**config.mk**
```make
export PLATFORM = sky130hd
export DESIGN_NAME = fifo_wr_arbiter_flat
export DESIGN_NICKNAME = d
export VERILOG_FILES = /design/src/rtl/fifo_wr_arbiter_if.sv /design/src/rtl/fifo_wr_arbiter.sv /design/src/flat_wrapper.sv
export SDC_FILE = /design/constraint.sdc
export NUM_CORES = 1
export LEC_CHECK = 0
export ABC_AREA = 1
export CELL_PAD_IN_SITES_DETAIL_PLACEMENT = 0
export CELL_PAD_IN_SITES_GLOBAL_PLACEMENT = 1
export CORE_MARGIN = 5
export CORE_UTILIZATION = 28
export CTS_CLUSTER_SIZE = 16
export DETAILED_ROUTE_END_ITERATION = 8
export GPL_ROUTABILITY_DRIVEN = 1
export PLACE_DENSITY = 0.95
export SETUP_SLACK_MARGIN = 0.4
export SLEW_MARGIN = 20
export SYNTH_ARGS = -nofsm -noshare
export SYNTH_HDL_FRONTEND = slang
export SYNTH_SLANG_ARGS = --single-unit
```
**constraint.sdc**
```tcl
create_clock -name wclk -period 3.2 [get_ports wclk]
set_clock_uncertainty 0.15 [all_clocks]
set_input_delay 0.48 -clock wclk [delete_from_list [all_inputs] [get_ports wclk]]
set_output_delay 0.48 -clock wclk [all_outputs]
set_load 0.01 [all_outputs]
```
**src/rtl/fifo_wr_arbiter_if.sv**
```systemverilog
// Write-port bundle between burst requesters, the arbiter and the FIFO
// write-pointer logic.
//   req/last/data : requester beat valid, end-of-burst and beat data
//   ready         : per-requester beat accepted this cycle
//   gnt/busy      : registered one-hot grant and busy flag
//   winc/wdata    : FIFO write enable and data; wfull is the FIFO full flag
interface fifo_wr_arbiter_if #(
   parameter int NREQ  = 4,
   parameter int DSIZE = 8
);
   logic [NREQ-1:0]       req;
   logic [NREQ-1:0]       last;
   logic [NREQ*DSIZE-1:0] data;
   logic [NREQ-1:0]       ready;
   logic [NREQ-1:0]       gnt;
   logic                  busy;
   logic                  wfull;
   logic                  winc;
   logic [DSIZE-1:0]      wdata;

   modport slave (
      input  req, last, data, wfull,
      output ready, gnt, busy, winc, wdata
   );

   modport master (
      output req, last, data, wfull,
      input  ready, gnt, busy, winc, wdata
   );
endinterface

```
**src/rtl/fifo_wr_arbiter.sv**
```systemverilog
// Round-robin burst arbiter sharing the async FIFO write port.
// Ports: wclk, wrst (async active-high), bus (slave side of fifo_wr_arbiter_if).
module fifo_wr_arbiter #(
   parameter int NREQ     = 4,
   parameter int DSIZE    = 8,
   parameter int MAXBURST = 8
) (
   input  logic              wclk,
   input  logic              wrst,
   fifo_wr_arbiter_if.slave  bus
);
   localparam int PW = (NREQ > 1) ? $clog2(NREQ) : 1;
   localparam int CW = $clog2(MAXBURST + 1);

   localparam logic [0:0] IDLE = 1'b0;
   localparam logic [0:0] BUSY = 1'b1;

   logic [0:0]      state;
   logic [NREQ-1:0] gnt;
   logic [PW-1:0]   gidx;
   logic [PW-1:0]   rr_ptr;
   logic [CW-1:0]   beat_cnt;

   logic [PW-1:0]    win;
   logic             any_req;
   logic [NREQ-1:0]  ready;
   logic             winc;
   logic             rel;
   logic [DSIZE-1:0] wdata;

   assign any_req = |bus.req;

   // Rotating priority search starting at rr_ptr, wrapping modulo NREQ.
   always_comb begin
      logic found;
      int   j;
      found = 1'b0;
      win   = '0;
      j     = 0;
      for (int k = 0; k < NREQ; k++) begin
         j = int'(rr_ptr) + k;
         if (j >= NREQ) j = j - NREQ;
         if (!found && bus.req[j]) begin
            found = 1'b1;
            win   = PW'(j);
         end
      end
   end

   // gnt is zero outside BUSY, so no state term is needed here.
   assign ready = gnt & bus.req & {NREQ{~bus.wfull}};
   assign winc  = |ready;

   assign rel = winc &&
                ((|(gnt & bus.last)) ||
                 (beat_cnt == CW'(MAXBURST - 1)));

   always_comb begin
      wdata = '0;
      for (int i = 0; i < NREQ; i++) begin
         if (gnt[i]) wdata = wdata | bus.data[i*DSIZE +: DSIZE];
      end
   end

   always_ff @(posedge wclk or posedge wrst) begin
      if (wrst) begin
         state    <= IDLE;
         gnt      <= '0;
         gidx     <= '0;
         rr_ptr   <= '0;
         beat_cnt <= '0;
      end else begin
         case (state)
            IDLE: begin
               if (any_req) begin
                  state    <= BUSY;
                  gnt      <= NREQ'(1) << win;
                  gidx     <= win;
                  beat_cnt <= '0;
               end
            end
            BUSY: begin
               if (rel) begin
                  state    <= IDLE;
                  gnt      <= '0;
                  beat_cnt <= '0;
                  rr_ptr   <= (gidx == PW'(NREQ - 1)) ? '0 : gidx + PW'(1);
               end else if (winc) begin
                  beat_cnt <= beat_cnt + CW'(1);
               end
            end
            default: begin
               state <= IDLE;
               gnt   <= '0;
            end
         endcase
      end
   end

   assign bus.ready = ready;
   assign bus.gnt   = gnt;
   assign bus.busy  = (state == BUSY);
   assign bus.winc  = winc;
   assign bus.wdata = wdata;
endmodule

```
**src/flat_wrapper.sv**
```systemverilog
// flat-port wrapper written by rule: the top's interface ports become plain ports
module fifo_wr_arbiter_flat 
#(
   parameter int NREQ     = 4,
   parameter int DSIZE    = 8,
   parameter int MAXBURST = 8
)
  (wclk, wrst, bus_req, bus_last, bus_data, bus_wfull, bus_ready, bus_gnt, bus_busy, bus_winc, bus_wdata);
  fifo_wr_arbiter_if #(.NREQ(NREQ), .DSIZE(DSIZE)) bus_i ();
  input  logic wclk;
  input  logic wrst;
  input wire logic [$bits(bus_i.req)-1:0] bus_req;
  input wire logic [$bits(bus_i.last)-1:0] bus_last;
  input wire logic [$bits(bus_i.data)-1:0] bus_data;
  input wire logic [$bits(bus_i.wfull)-1:0] bus_wfull;
  output wire logic [$bits(bus_i.ready)-1:0] bus_ready;
  output wire logic [$bits(bus_i.gnt)-1:0] bus_gnt;
  output wire logic [$bits(bus_i.busy)-1:0] bus_busy;
  output wire logic [$bits(bus_i.winc)-1:0] bus_winc;
  output wire logic [$bits(bus_i.wdata)-1:0] bus_wdata;
  assign bus_i.req = bus_req;
  assign bus_i.last = bus_last;
  assign bus_i.data = bus_data;
  assign bus_i.wfull = bus_wfull;
  assign bus_ready = bus_i.ready;
  assign bus_gnt = bus_i.gnt;
  assign bus_busy = bus_i.busy;
  assign bus_winc = bus_i.winc;
  assign bus_wdata = bus_i.wdata;
  fifo_wr_arbiter #(.NREQ(NREQ), .DSIZE(DSIZE), .MAXBURST(MAXBURST)) u_core (.wclk(wclk), .wrst(wrst), .bus(bus_i));
endmodule
```
---- After elaboration in Yosys (flattened, before gate mapping) ----
Cells that the tools add are included.
word-level totals
  register bits ........................... 13
  input bits .............................. 43
  output and inout bits ................... 18
  word-level logic and storage cells ...... 89
cells by class
  add/subtract/negate cells ............... 9
  magnitude comparators ................... 8
  equal/unequal tests ..................... 5
  shifts and indexed selects .............. 1
  mux-type cells .......................... 38
  bitwise gates (word level) .............. 8
  reductions and logical operators ........ 15
operators by type and width
  operator                                                            number
  less-than comparator 32 x 4 -> 1 bit, second input constant         4
  two-way mux 32 bit                                                  4
  greater-or-equal comparator 32 x 4 -> 1 bit, second input constant  3
  subtractor 32 x 4 -> 32 bit, second input constant                  3
  two-way mux 8 bit                                                   4
  OR 8 bit                                                            3
  two-way mux 4 bit                                                   5
  case mux 4 bit (2 select lines)                                     2
  two-way mux 1 bit                                                   13
  AND 4 bit                                                           3
  OR reduction 4 bit                                                  3
  two-way mux 2 bit                                                   5
  binary-select mux 1 bit (select 2 bit)                              4
  AND reduction 2 bit                                                 4
  adder 2 x 2 -> 3 bit, second input constant                         2
  adder 4 x 1 -> 4 bit, second input constant                         1
  equality test 4 x 3 -> 1 bit, second input constant                 1
  logical AND 1 bit                                                   4
  left shift 1 x 2 -> 4 bit, first input constant                     1
  subtractor 2 x 3 -> 4 bit, second input constant                    1
  adder 2 x 1 -> 3 bit, second input constant                         1
  greater-or-equal comparator 2 x 3 -> 1 bit, second input constant   1
  logical NOT 1 bit                                                   3
  != test 3 bit, second input constant                                1
  other kinds (7)                                                     8

---- Logic depth before layout (Yosys ltp) ----
Gate-level depths: netlist (run 1).
  word-level depth ........................ 18
  mapped depth ............................ 12
  gate-level depth less buffers ........... 12

---- Worst setup path before layout (run 1) ----
OpenSTA, ideal clock, no wires.
  kind .................................... flip-flop to flip-flop
  from .................................... reg u_core.gnt[0], in the netlist u_core.bus.gnt[0]
  to ...................................... reg u_core.beat_cnt[0]
  arrival time ............................ 1.293 ns
  data required time ...................... 2.937 ns
  path slack .............................. 1.644 ns
  cell stages (with the launch flop) ...... 9
  path buffers ............................ 1
  clock period less this slack ............ 1.556 ns
  cell sequence ........................... dfrtp_1 > buf_6 > nand3_1 > nand4_2 > nand2_1 > nand2_1 > nand3_1 > o21a_1 > inv_1
between the ends
  word-level cells in the longest chain between the ends .. 6
  elaborated cells on any way between the ends .. 11
ends and longest elaborated chain
  what                                                                    line                   text
  from (decl)                                                             fifo_wr_arbiter.sv:19  logic [NREQ-1:0] gnt;
  from (signal assigned)                                                  fifo_wr_arbiter.sv:77  gnt <= NREQ'(1) << win;
  AND 4 bit * (2 in series)                                               fifo_wr_arbiter.sv:51  assign ready = gnt & bus.req & {NREQ{~bus.wfull}};
  OR reduction 4 bit *                                                    fifo_wr_arbiter.sv:52  assign winc = |ready;
  via bus_winc                                                            flat_wrapper.sv:19     output wire logic [$bits(bus_i.winc)-1:0] bus_winc;
  logical AND 1 bit                                                       fifo_wr_arbiter.sv:54  assign rel = winc &&
  two-way mux 4 bit or != test 3 bit (tied branches)                      n/a
  case mux 4 bit (2 select lines) or AND reduction 2 bit (tied branches)  n/a
  to (signal assigned)                                                    fifo_wr_arbiter.sv:89  beat_cnt <= beat_cnt + CW'(1);
  to (decl)                                                               fifo_wr_arbiter.sv:22  logic [CW-1:0] beat_cnt;
The timed path passes the listed nets; every way through them passes the cells marked *.
A chain may end at the register's enable or synchronous reset.

---- Worst setup path in the final report (run 1) ----
  from .................................... in bus_req[1]
  to ...................................... out bus_winc
between the ends
  word-level cells in the longest chain between the ends .. 3
ends and longest elaborated chain
  what                     line                   text
  from (decl)              flat_wrapper.sv:12     input wire logic [$bits(bus_i.req)-1:0] bus_req;
  AND 4 bit (2 in series)  fifo_wr_arbiter.sv:51
  OR reduction 4 bit       fifo_wr_arbiter.sv:52
  to (decl)                flat_wrapper.sv:19
No other way between the ends.

==> results of run 1 <==
==> Yosys cell counts (2+ instances only) <==
master | number | area share, %
sky130_fd_sc_hd__nand3_1 | 15 | 6.3
sky130_fd_sc_hd__buf_2 | 3 | 1.3
sky130_fd_sc_hd__a21oi_1 | 4 | 1.7
sky130_fd_sc_hd__inv_1 | 21 | 6.6
sky130_fd_sc_hd__nand2_2 | 9 | 4.7
sky130_fd_sc_hd__ha_1 | 2 | 2.1
sky130_fd_sc_hd__nand3_2 | 5 | 4.2
sky130_fd_sc_hd__nand4_1 | 10 | 5.2
sky130_fd_sc_hd__dfrtp_1 | 13 | 27
sky130_fd_sc_hd__nor2_1 | 4 | 1.3
sky130_fd_sc_hd__o21ai_1 | 2 | 0.84
sky130_fd_sc_hd__o21a_1 | 2 | 1.3
sky130_fd_sc_hd__nand2_1 | 89 | 28
sky130_fd_sc_hd__buf_6 | 2 | 1.9
sky130_fd_sc_hd__nor2_4 | 2 | 1.9
sky130_fd_sc_hd__inv_2 | 3 | 0.94
==> critical path, delay by kind of cell <==
family / cells / cell delay (ns)
buffers and inverters: 2 / 1.13
AND/OR/NAND/NOR: 2 / 0.29
==> worst max path at each step <==
stage                                    end  depth (start not counted)
after global placement              bus_winc                          4
after global routing                bus_winc                          4
after CTS                           bus_winc                          4
after detailed placement            bus_winc                          4
final                               bus_winc                          4
after floorplan           u_core.beat_cnt[0]                          8
==> final cells by class <==
cell class	count	area share (%)
multi-input cells	151	39.7
well taps	50	3.36
inverters	24	4.84
repair buffers	60	32.2
flip-flops and latches	13	17.5
clock buffers	4	2.42
==> through the flow <==
step / power [W] / setup slack (ns)
after floorplan: 0.000982 / 1.64
after global placement: 0.00131 / 0.693
after detailed placement: 0.00132 / 0.668
after CTS: 0.00147 / 0.656
after global routing: 0.00160 / 0.600
final: 0.00145 / 0.663
==> sequential cells by signal, indices dropped and copies added, names as in the netlist <==
signal           cells
u_core.beat_cnt      4
u_core.bus.gnt       4
u_core.gidx          2
u_core.rr_ptr        2
u_core.bus.busy      1
==> cells by family (layout without fill, tap and decap cells) <==
kind of cell / count (synthesis) / after routing
AND/OR/NAND/NOR: 137 / 137
buffers and inverters: 29 / 88
flip-flops: 13 / 13
AO/OA/AOI/OAI: 12 / 12
adder cells (fa/ha/maj): 2 / 2
==> routing by layer <==
layer	global-route usage (%)	share of wire, %
met3	2.14	8.8
met5	0	0
met4	5.44	1.9
met1	16.9	46
met2	19.0	43
==> power by group <==
group	total (W)	switching, W	internal (W)
Clock	0.000145	0.0000575	0.0000879
Sequential	0.000357	0.000124	0.000233
Combinational	0.000945	0.000510	0.000435
Total	0.00145	0.000692	0.000755
==> results.txt, run 1 <==
The total area of multi-input combinational cells came out at 739 µm². The number of vias after detailed routing is 1,384. The average wire length per cell after detail routing is 11.8 µm. The pin slew with the least headroom to its limit is 0.485 ns. The worst hold path stage count came out at 1. The maximum clock insertion buffer count came out at 2. The floorplan die width came out at 75.3 µm. The adder and majority gate portion of the synthesized area is 2.10%. The via count of the first global-routing pass came out at 1,235. The power per cell area came out at 777 nW/µm². Clock tree synthesis selected as its root buffer the cell sky130_fd_sc_hd__clkbuf_8. The residual overflow from global routing came out at 0.

The flow ran to the end, and the final reports show no timing, DRC or antenna violations. On the critical path, the stage with the largest delay is an instance of sky130_fd_sc_hd__clkdlybuf4s50_1. The synthesized netlist devotes 6.19% of its cell area to compound gates. The smallest hold slack came out at 0.338 ns.

The number of rows created at floorplan is 23. The post-synthesis async set-or-reset flop share is 100%. The hold violation total from the final report is 0. The number of buffers inserted for hold repair after clock tree synthesis is 0. The path with the worst hold slack has its endpoint at u_core.rr_ptr[0].

The worst IR drop on VDD came out at 0.000400 V. The timing startpoint of the critical path is bus_req[1]. The remaining routing DRC violations is 0. The largest stage delay on the critical path came out at 0.57 ns. The worst reg2reg path startpoint is u_core.rr_ptr[0]. Walking the worst path, the cells encountered are clkdlybuf4s50_1 > nand3_2 > nand4_2 > clkdlybuf4s50_1. The most frequent standard cell in the layout excluding fill and tap cells is sky130_fd_sc_hd__nand2_1. The combinational family with the most area after synthesis is simple AND/OR/NAND/NOR gates. The worst reg-to-reg setup slack is 1.35 ns. The post-layout minimum cycle time came out at 2.54 ns. Setup violations remaining at the end of the flow were counted as 0. The synthesized netlist contains 23 unique library cells.

The summed negative setup slack over all endpoints came out at 0 ns. The post-route cell area came out at 1860 µm². Buffers inserted during clock tree synthesis total 3. The final critical-path share of the clock period came out at 79.3%. The post-detailed-placement cell area is 1820 µm². TritonCTS built the clock tree. The core box area came out at 4060 µm².

The total of cells resized after clock tree synthesis is 0. The critical path data arrival time is 1.91 ns. The final antenna diode count is 0.

The share of final-layout standard cells stronger than drive strength 1 came out at 10.3%. The library cells used most frequently in the layout, excluding fill and tap cells, are sky130_fd_sc_hd__nand2_1, sky130_fd_sc_hd__clkdlybuf4s50_1, sky130_fd_sc_hd__inv_1. The count of yosys warnings during synthesis came out at 0. The violation count after the first detailed-routing iteration is 66.

The most used flip-flop cell after synthesis is sky130_fd_sc_hd__dfrtp_1. The H-tree level count came out at 1. At the end of routability-driven placement, the weighted congestion stood at 0.775.

The number of sinks on the clock net is 13. The post-synthesis cell count came out at 193. Post-CTS timing repair inserted 0 buffers for setup. The number of iterations in the first detailed-routing pass came out at 4. During placement, the flow inserted port buffers numbering 60. The synthesis-stage register bit count is 13. The multiplexer share of the synthesized area is 0%. The initial antenna violation count is 0. The synthesized netlist occupies a cell area of 1190 µm². At the end of the flow the core is filled with cells to 45.9%. The first-pass GRT wire length is 5.46 mm. The average footprint of a synthesized cell is 6.18 µm². STA classifies the critical path startpoint as a primary input. The worst setup path is of the primary input to output pin kind. The clock insertion delay at the later pin of the skew report came out at 0.24 ns. The share of synthesized area occupied by flip-flops and latches came out at 27.3%.

The residual antenna-violating net count after detailed routing is 0. The achievable clock frequency is 0.394 GHz. Once layout is complete, the cells apart from fillers number 302.

The final max-slew violation count came out at 0. The endpoint identified for the worst register-to-register timing path is u_core.gidx[0]. The total wire length after detailed routing is 3.55 mm. The area occupied by registers came out at 325 µm².

The combined global-route utilization of all metal layers is 12.3%. Max-cap violations in this run came to 0. The leakage power is 0.921 nW. In this run the worst path has a maximum fanout of 4. Counting flops with a built-in enable in the synthesized netlist gives 0. The worst hold path belongs to the class flop to flop. The number of nets in the layout is 298. The share of synthesized cell area in and, or, nand and nor gates came out at 53.7%.

Detailed placement ended at an HPWL of 2.85 mm. The area enclosed by the die boundary came out at 5660 µm². Setup repair after global routing left no endpoint under its margin.

The post-synthesis share of cell area spent on xor and xnor gates is 0%. The pin count of the biggest net entering global routing came out at 14. The clock transition at the registers of the reported paths is 0.05 ns. When the netlist entered floorplanning its net count stood at 238.

The routed via count divided by cell count came out at 4.58. Among the stages of the critical path, the cell type that occurs most often is sky130_fd_sc_hd__clkdlybuf4s50_1. The die extent in y came out at 75.3 µm. The growth of design area from synthesis to finish is 56.2%. The number of placed cells counting well taps is 298. At the worst endpoint, the required time is 2.57 ns. Measured against its own limit, the worst slew margin works out to 67.6%.

The depth of the worst register-to-register path came out at 10. The number of fillers in the final layout is 397. The effective utilization at floorplan is 29.4%.

STA classifies the critical path endpoint as an output pin. The critical hold path startpoint is u_core.gidx[0]. During I/O placement, the number of pins put on the boundary was 61.
No activity file was read; power rests on OpenSTA's default activity.
==> run 2, diff against run 1 <==
--- a/config.mk
+++ b/config.mk
@@ -9,11 +9,11 @@
 export CELL_PAD_IN_SITES_DETAIL_PLACEMENT = 0
 export CELL_PAD_IN_SITES_GLOBAL_PLACEMENT = 1
 export CORE_MARGIN = 5
-export CORE_UTILIZATION = 28
+export CORE_UTILIZATION = 26
 export CTS_CLUSTER_SIZE = 16
 export DETAILED_ROUTE_END_ITERATION = 8
 export GPL_ROUTABILITY_DRIVEN = 1
-export PLACE_DENSITY = 0.95
+export PLACE_DENSITY = 0.89
 export SETUP_SLACK_MARGIN = 0.4
 export SLEW_MARGIN = 20
 export SYNTH_ARGS = -nofsm -noshare
==> constraint.sdc (replaced) <==
create_clock -name wclk -period 2.6 [get_ports wclk]
set_clock_uncertainty 0.15 [all_clocks]
set_input_delay 0.39 -clock wclk [delete_from_list [all_inputs] [get_ports wclk]]
set_output_delay 0.39 -clock wclk [all_outputs]
set_load 0.01 [all_outputs]
==> run 2 against run 1 <==
- combinational power increased by 27%
- register-to-register slack worse by 0.64 ns
- core utilization decreased by 3.4 points
- largest cell class unchanged
- setup slack lost 0.22 ns
- clock power increased by 26%
- design area is 0.74% higher
- non-clock buffer count increased by 1
- via count grew 0.14%
- sequential cell count unchanged
- sequential power grew 18%
==> results.txt, run 2 (synthesized netlist as in run 1, its figures left out) <==
The cell that appears most often on the critical path is sky130_fd_sc_hd__clkdlybuf4s50_1. The worst-path maximum fanout came to 4 (unchanged). The run finished with clean final reports. TritonCTS built the clock tree. The post-detailed-placement cell area came out at 1830 µm² (+0.55%). The critical register-to-register path endpoint is u_core.bus.gnt[3]. The via count of the first global-routing pass came to 1,318 (+6.7%).

The most frequent standard cell in the layout excluding fill and tap cells is sky130_fd_sc_hd__nand2_1. The worst endpoint required time was 2.06 ns (-0.51 ns). The total length of routed met2 wires came out at 1.82 mm (+19%).

The clock transition at the registers of the reported paths came to 0.05 ns (about the same). The power per cell area is 962 nW/µm² (+24%). The pin slew with the least headroom to its limit came out at 0.519 ns (+0.0338 ns).

The port buffer count came out at 60 (unchanged). The combined global-route utilization of all metal layers came out at 12.1% (-0.22 points). The routed via count divided by cell count came to 4.54 (-0.84%).

The summed negative setup slack over all endpoints is 0 ns (unchanged). The critical path startpoint category is a primary input. The largest registers in the layout are u_core.beat_cnt (4), u_core.bus.gnt (4).

The worst reg-to-reg setup slack is 0.71 ns (-0.64 ns). After detailed routing, no signal wire sits above met4. The number of rows created at floorplan came out at 24 (+4.3%). The final antenna diode count was 0 (unchanged).

The number of nets in the layout is 299 (+0.34%). The largest stage delay on the critical path came out at 0.53 ns (-0.04 ns). The post-layout minimum cycle time is 2.16 ns. The hold violation total from the final report came to 0 (unchanged). The cell sitting at the root of the clock tree is a sky130_fd_sc_hd__clkbuf_8. The pin count of the biggest net entering global routing is 14 (unchanged). The leakage power is 0.937 nW (+1.7%).

The count of non-filler cells in the finished layout came out at 305 (+0.99%). The die extent in y was 77.7 µm (+3.3%). The top-level I/O count is 61 (unchanged).

The initial antenna violation count came out at 0 (unchanged). The clock insertion delay at the later pin of the skew report is 0.24 ns (about the same). The floorplan die width came out at 77.7 µm (+3.3%). In this run the critical register-to-register path is launched from u_core.rr_ptr[0]. The core box area is 4410 µm² (+8.8%). The final critical-path share of the clock period came out at 83.1%. The average wire length per cell after detail routing came out at 12.2 µm (+4.1%). The worst slack at placement came out at 0.281 ns (-0.388 ns). The post-route met1 wirelength was 1.63 mm (-0.97%). The share of final-layout standard cells stronger than drive strength 1 is 12.3% (+1.9 points).

On the critical path, the stage with the largest delay is an instance of sky130_fd_sc_hd__clkdlybuf4s50_1. The violation count after the first detailed-routing iteration came to 46 (-30%). The core occupancy in the finished layout is 42.5% (-3.4 points). The number of placed cells counting well taps is 301 (+1.0%). The remaining routing DRC violations is 0 (unchanged).

The worst slew margin relative to its limit came to 65.4% (-2.3 points). The number of vias after detailed routing is 1,386 (+0.14%). The final max-slew violation count is 0 (unchanged). In this run the worst setup path terminates at bus_ready[0]. In this run the worst setup path begins at bus_req[0]. The effective utilization at floorplan came out at 27.0% (-2.4 points). The max-capacitance violation count came to 0 (unchanged).

The residual antenna-violating net count after detailed routing is 0 (unchanged). The critical path is of the primary input to output pin type. The maximum clock insertion buffer count came out at 2 (unchanged). The signal on the critical path passes through clkdlybuf4s50_1 > nand3_2 > inv_1 > clkdlybuf4s50_1.

The depth of the worst register-to-register path is 11 (+1). Timing would allow up to 0.463 GHz. In the layout the commonest cells are sky130_fd_sc_hd__nand2_1, sky130_fd_sc_hd__clkdlybuf4s50_1, sky130_fd_sc_hd__inv_1.

The final RePlAce weighted congestion is 0.804 (+3.8%). The residual overflow from global routing is 0 (unchanged). The number of iterations in the first detailed-routing pass is 4 (unchanged). The half-perimeter wire length after detailed placement is 3.06 mm (+7.5%). The number of sinks on the clock net came out at 13 (unchanged). Setup repair after global routing could not meet its margin everywhere. The worst IR drop on VDD came out at 0.000310 V (-23%). The number of buffers inserted for hold repair after clock tree synthesis is 0 (unchanged). The number of CTS-inserted buffers is 3 (unchanged). The growth of design area from synthesis to finish came out at 57.4%. The type of the most critical hold path is primary input to async pin. The number of fillers in the final layout is 460 (+16%). The critical path data arrival time was 1.62 ns (-0.29 ns). The sum of met3 wire segment lengths after detailed routing came out at 203 µm (-35%). The total wire length after detailed routing is 3.74 mm (+5.2%). The first-pass GRT wire length was 6.05 mm (+11%). The final setup slack of the worst path came out at 0.438 ns (-0.225 ns). The H-tree level count was 1 (unchanged). The post-route cell area came out at 1880 µm² (+0.74%). The area enclosed by the die boundary is 6040 µm² (+6.7%). The number of setup violations in the final report came out at 0 (unchanged).

The worst setup path is captured at an output pin.
[run 2: cell types whose count changed in the layout (fill, tap and decap cells not counted)]
| cell | previous run | this run |
|---|---|---|
| sky130_fd_sc_hd__clkdlybuf4s50_1 | 60 | 56 |
| sky130_fd_sc_hd__dlygate4sd2_1 | 0 | 4 |
| sky130_fd_sc_hd__dfrtp_1 | 13 | 10 |
| sky130_fd_sc_hd__dfrtp_2 | 0 | 3 |
| sky130_fd_sc_hd__buf_4 | 0 | 1 |
| sky130_fd_sc_hd__nand3_1 | 15 | 14 |
| sky130_fd_sc_hd__nand3_2 | 5 | 6 |
[run 2: through the flow]
stage	total power, W	hold slack (ns)
after CTS	0.00183	0.345
after global placement	0.00164	0.319
final	0.00181	0.329
after global routing	0.00198	0.373
after floorplan	0.00121	0.117
after detailed placement	0.00164	0.336
[run 2: how the worst min path moves through the flow]
| stage | slack, ns | from | end |
|---|---|---|---|
| CTS | 0.35 | wrst | u_core.bus.busy |
| global route | 0.37 | u_core.gidx[0] | u_core.rr_ptr[0] |
| finish | 0.33 | wrst | u_core.gidx[1] |
| detailed placement | 0.34 | u_core.gidx[1] | u_core.gidx[1] |
| global placement | 0.32 | u_core.gidx[0] | u_core.rr_ptr[0] |
| floorplan | 0.12 | wrst | u_core.beat_cnt[0] |
[run 2: layout make-up]
class,count,area [µm²],share of cell area (%)
Multi-Input combinational cell,151,744,39.7
Timing Repair Buffer,61,603,32.1
Sequential cell,13,329,17.5
Inverter,24,90.1,4.80
Tap cell,52,65.1,3.47
Clock buffer,4,45.0,2.40
[run 2: power by group]
part           switching (W)  internal [W]  total, W
Sequential          0.000130      0.000290  0.000420
Combinational       0.000664      0.000539   0.00120
Clock              0.0000743      0.000108  0.000183
Total               0.000868      0.000937   0.00181
[run 2: critical path: cells and delay by family]
kind	cells	cell delay [ns]
AND/OR/NAND/NOR	1	0.11
buffers and inverters	3	1.11
[run 2: routing by layer]
metal | track usage (%) | up-vias
met5 | 0 | -
met3 | 2.55 | 9
met2 | 20.1 | 35
met1 | 15.2 | 613
met4 | 4.81 | 0
li1 | - | 729
[run 2: what timing repair did]
action,4_1_cts,5_1_grt
endpoints found under the setup margin,4,10
cloned,0,0
setup buffers,0,0
gates resized for setup,4,4
==> run 3, diff against run 2 <==
==> constraint.sdc (replaced) <==
create_clock -name wclk -period 2.1 [get_ports wclk]
set_clock_uncertainty 0.15 [all_clocks]
set_input_delay 0.315 -clock wclk [delete_from_list [all_inputs] [get_ports wclk]]
set_output_delay 0.315 -clock wclk [all_outputs]
set_load 0.01 [all_outputs]
==> run 3 against run 2 <==
- design area grew 19%
- routed wire length up 12%
- sequential power up 16%
- first-iteration DRC count rose by 43%
- cell count up 9.2%
- die area stayed put
- core utilization is 7.9 points higher
- via count is 10% higher
- total power increased by 49%
- critical endpoint is now bus_busy
- largest power group unchanged
==> results.txt, run 3 (synthesized netlist as in run 1, its figures left out) <==
The top-level I/O count came out at 61 (unchanged). The residual antenna-violating net count after detailed routing came out at 0 (unchanged). The max-capacitance violation count is 0 (unchanged). The worst reg-to-reg setup slack came to 0.44 ns (-0.27 ns). The worst endpoint required time came out at 1.63 ns (-0.43 ns). The clock transition at the registers of the reported paths was 0.06 ns (about the same). The worst IR drop on VDD is 0.000471 V (+52%). The H-tree level count came out at 1 (unchanged). The area enclosed by the die boundary came out at 6040 µm² (unchanged). The first-pass GRT wire length is 6.58 mm (+8.7%).

The number of iterations in the first detailed-routing pass was 4 (unchanged). The core occupancy in the finished layout is 50.4% (+7.9 points). The core box area came out at 4410 µm² (unchanged). The worst-path maximum fanout was 3 (-1).

The critical path startpoint category is a flop. The power per cell area is 1210 nW/µm² (+26%). The floorplan die width came to 77.7 µm (unchanged). Leaving out fill and tap cells, the most frequent cells in the layout are sky130_fd_sc_hd__nand2_1, sky130_fd_sc_hd__clkdlybuf4s50_1, sky130_fd_sc_hd__nand2_2. The final critical path takes up 79.8% of the cycle.

The number of CTS-inserted buffers is 3 (unchanged). The port buffer count is 60 (unchanged). The final max-slew violation count is 0 (unchanged). The type of the setup path with the least slack is flop to output pin. The summed negative setup slack over all endpoints is 0 ns (unchanged). The total wire length after detailed routing is 4.18 mm (+12%). The run finished with clean final reports. The sum of buffers and inverters on the critical path was 1 (-2). The via count of the first global-routing pass came out at 1,449 (+9.9%). The number of sinks on the clock net came out at 13 (unchanged). Setup repair after global routing could not meet its margin everywhere.

The worst slew margin relative to its limit was 65.6% (+0.27 points). The remaining routing DRC violations came to 0 (unchanged). The residual overflow from global routing came out at 0 (unchanged). The number of buffers inserted for hold repair after clock tree synthesis is 0 (unchanged).

The CTS tree is built. The final RePlAce weighted congestion was 0.814 (+1.3%). The post-route total power came to 0.00269 W (+49%). The pin slew with the least headroom to its limit is 0.515 ns (-0.00410 ns).

The number of nets in the layout is 327 (+9.4%). The post-layout minimum cycle time is 1.68 ns. The hold violation total from the final report is 0 (unchanged). The largest registers in the layout are u_core.beat_cnt (4), u_core.bus.gnt (4).

Walking the worst path, the cells encountered are clkdlybuf4s50_1. The smallest hold slack came out at 0.245 ns (-0.0839 ns). The library cell used most frequently in the layout, excluding fill and tap cells, is sky130_fd_sc_hd__nand2_1. The combined global-route utilization of all metal layers was 13.0% (+0.92 points).

The half-perimeter wire length after detailed placement came out at 3.14 mm (+2.7%). Relative to the synthesized area, the layout overhead comes to 86.7%. The number of rows created at floorplan came out at 24 (unchanged). The leakage power was 1.14 nW (+22%). The type of the most critical hold path is primary input to async pin. The number of vias after detailed routing came out at 1,531 (+10%). The slowest stage of the critical path belongs to the cell sky130_fd_sc_hd__clkdlybuf4s50_1. The critical path data arrival time is 1.21 ns (-0.41 ns). The clock insertion delay at the later pin of the skew report came out at 0.25 ns (about the same). The number of setup violations in the final report came out at 0 (unchanged). The violation count after the first detailed-routing iteration came out at 66 (+43%).

The die extent in y was 77.7 µm (unchanged). STA classifies the critical path endpoint as an output pin. The maximum clock insertion buffer count came to 2 (unchanged). The pin count of the biggest net entering global routing was 14 (unchanged).

The largest delay contributor family on the critical path is buffers and inverters. The master cell of the clock root buffer is sky130_fd_sc_hd__clkbuf_8. The final antenna diode count came to 0 (unchanged). The largest stage delay on the critical path is 0.57 ns (+0.04 ns). The post-detailed-placement cell area is 1910 µm² (+4.5%). The average wire length per cell after detail routing came out at 12.5 µm (+2.5%). The achievable clock frequency came out at 0.597 GHz.

The effective utilization at floorplan is 27.0% (unchanged). The share of final-layout standard cells stronger than drive strength 1 came to 35.2% (+23 points). The post-route cell area is 2230 µm² (+19%).

The initial antenna violation count is 0 (unchanged). The routed via count divided by cell count is 4.60 (+1.2%).
==> run 3: cell count changes in the layout (fill, tap and decap cells not counted), moves of 8 or more <==
| cell | change |
|---|---|
| sky130_fd_sc_hd__nand2_2 | +15 |
| sky130_fd_sc_hd__buf_6 | +8 |
| sky130_fd_sc_hd__clkdlybuf4s50_1 | -18 |
| sky130_fd_sc_hd__nand2_1 | -18 |
| sky130_fd_sc_hd__clkbuf_2 | +8 |
| sky130_fd_sc_hd__buf_4 | +18 |
==> run 3: final timing paths <==
kind	from	cells after the start	endpoint
setup / recovery	u_core.bus.busy	1	bus_busy
hold / removal	wrst	2	u_core.beat_cnt[1]
setup reg to reg	u_core.bus.gnt[0]	10	u_core.beat_cnt[3]
hold reg to reg	u_core.gidx[0]	1	u_core.rr_ptr[0]
max in group asynchronous	wrst	2	u_core.rr_ptr[0]
min in group wclk	u_core.gidx[0]	1	u_core.rr_ptr[0]
==> run 3: metrics by stage <==
step                      setup slack [ns]  instances
after floorplan                      0.544        193
after global placement              0.0394        312
after detailed placement            0.0197        312
after CTS                            0.290        325
after global routing                 0.302        333
final                                0.424        333
==> run 3: timing repair <==
item                       in CTS  in global routing
buffers inserted                9                  7
pin swaps                       0                 11
gates resized for setup        43                 56
cloned                          0                  1
setup endpoints to repair      27                 24
==> run 3: report_power, final <==
group	leakage (nW)	switching [W]	internal, W
clock network	0.0228	0.0000940	0.000134
registers	0.160	0.000123	0.000364
logic	0.956	0.00108	0.000897
==> run 3: layout make-up <==
type | instances | area, µm²
flip-flops and latches | 13 | 330
fillers | 436 | 2190
repair inverters | 1 | 5.00
multi-input cells | 151 | 878
repair buffers | 88 | 805
inverters | 24 | 97.6
clock buffers | 4 | 45.0
well taps | 52 | 65.1
==> run 3: metal layers <==
metal / part of all wire, % / track usage, %
met3: 6.8 / 4.05
met2: 49 / 21.5
met4: 1.8 / 3.61
met1: 42 / 16.3
met5: 0 / 0
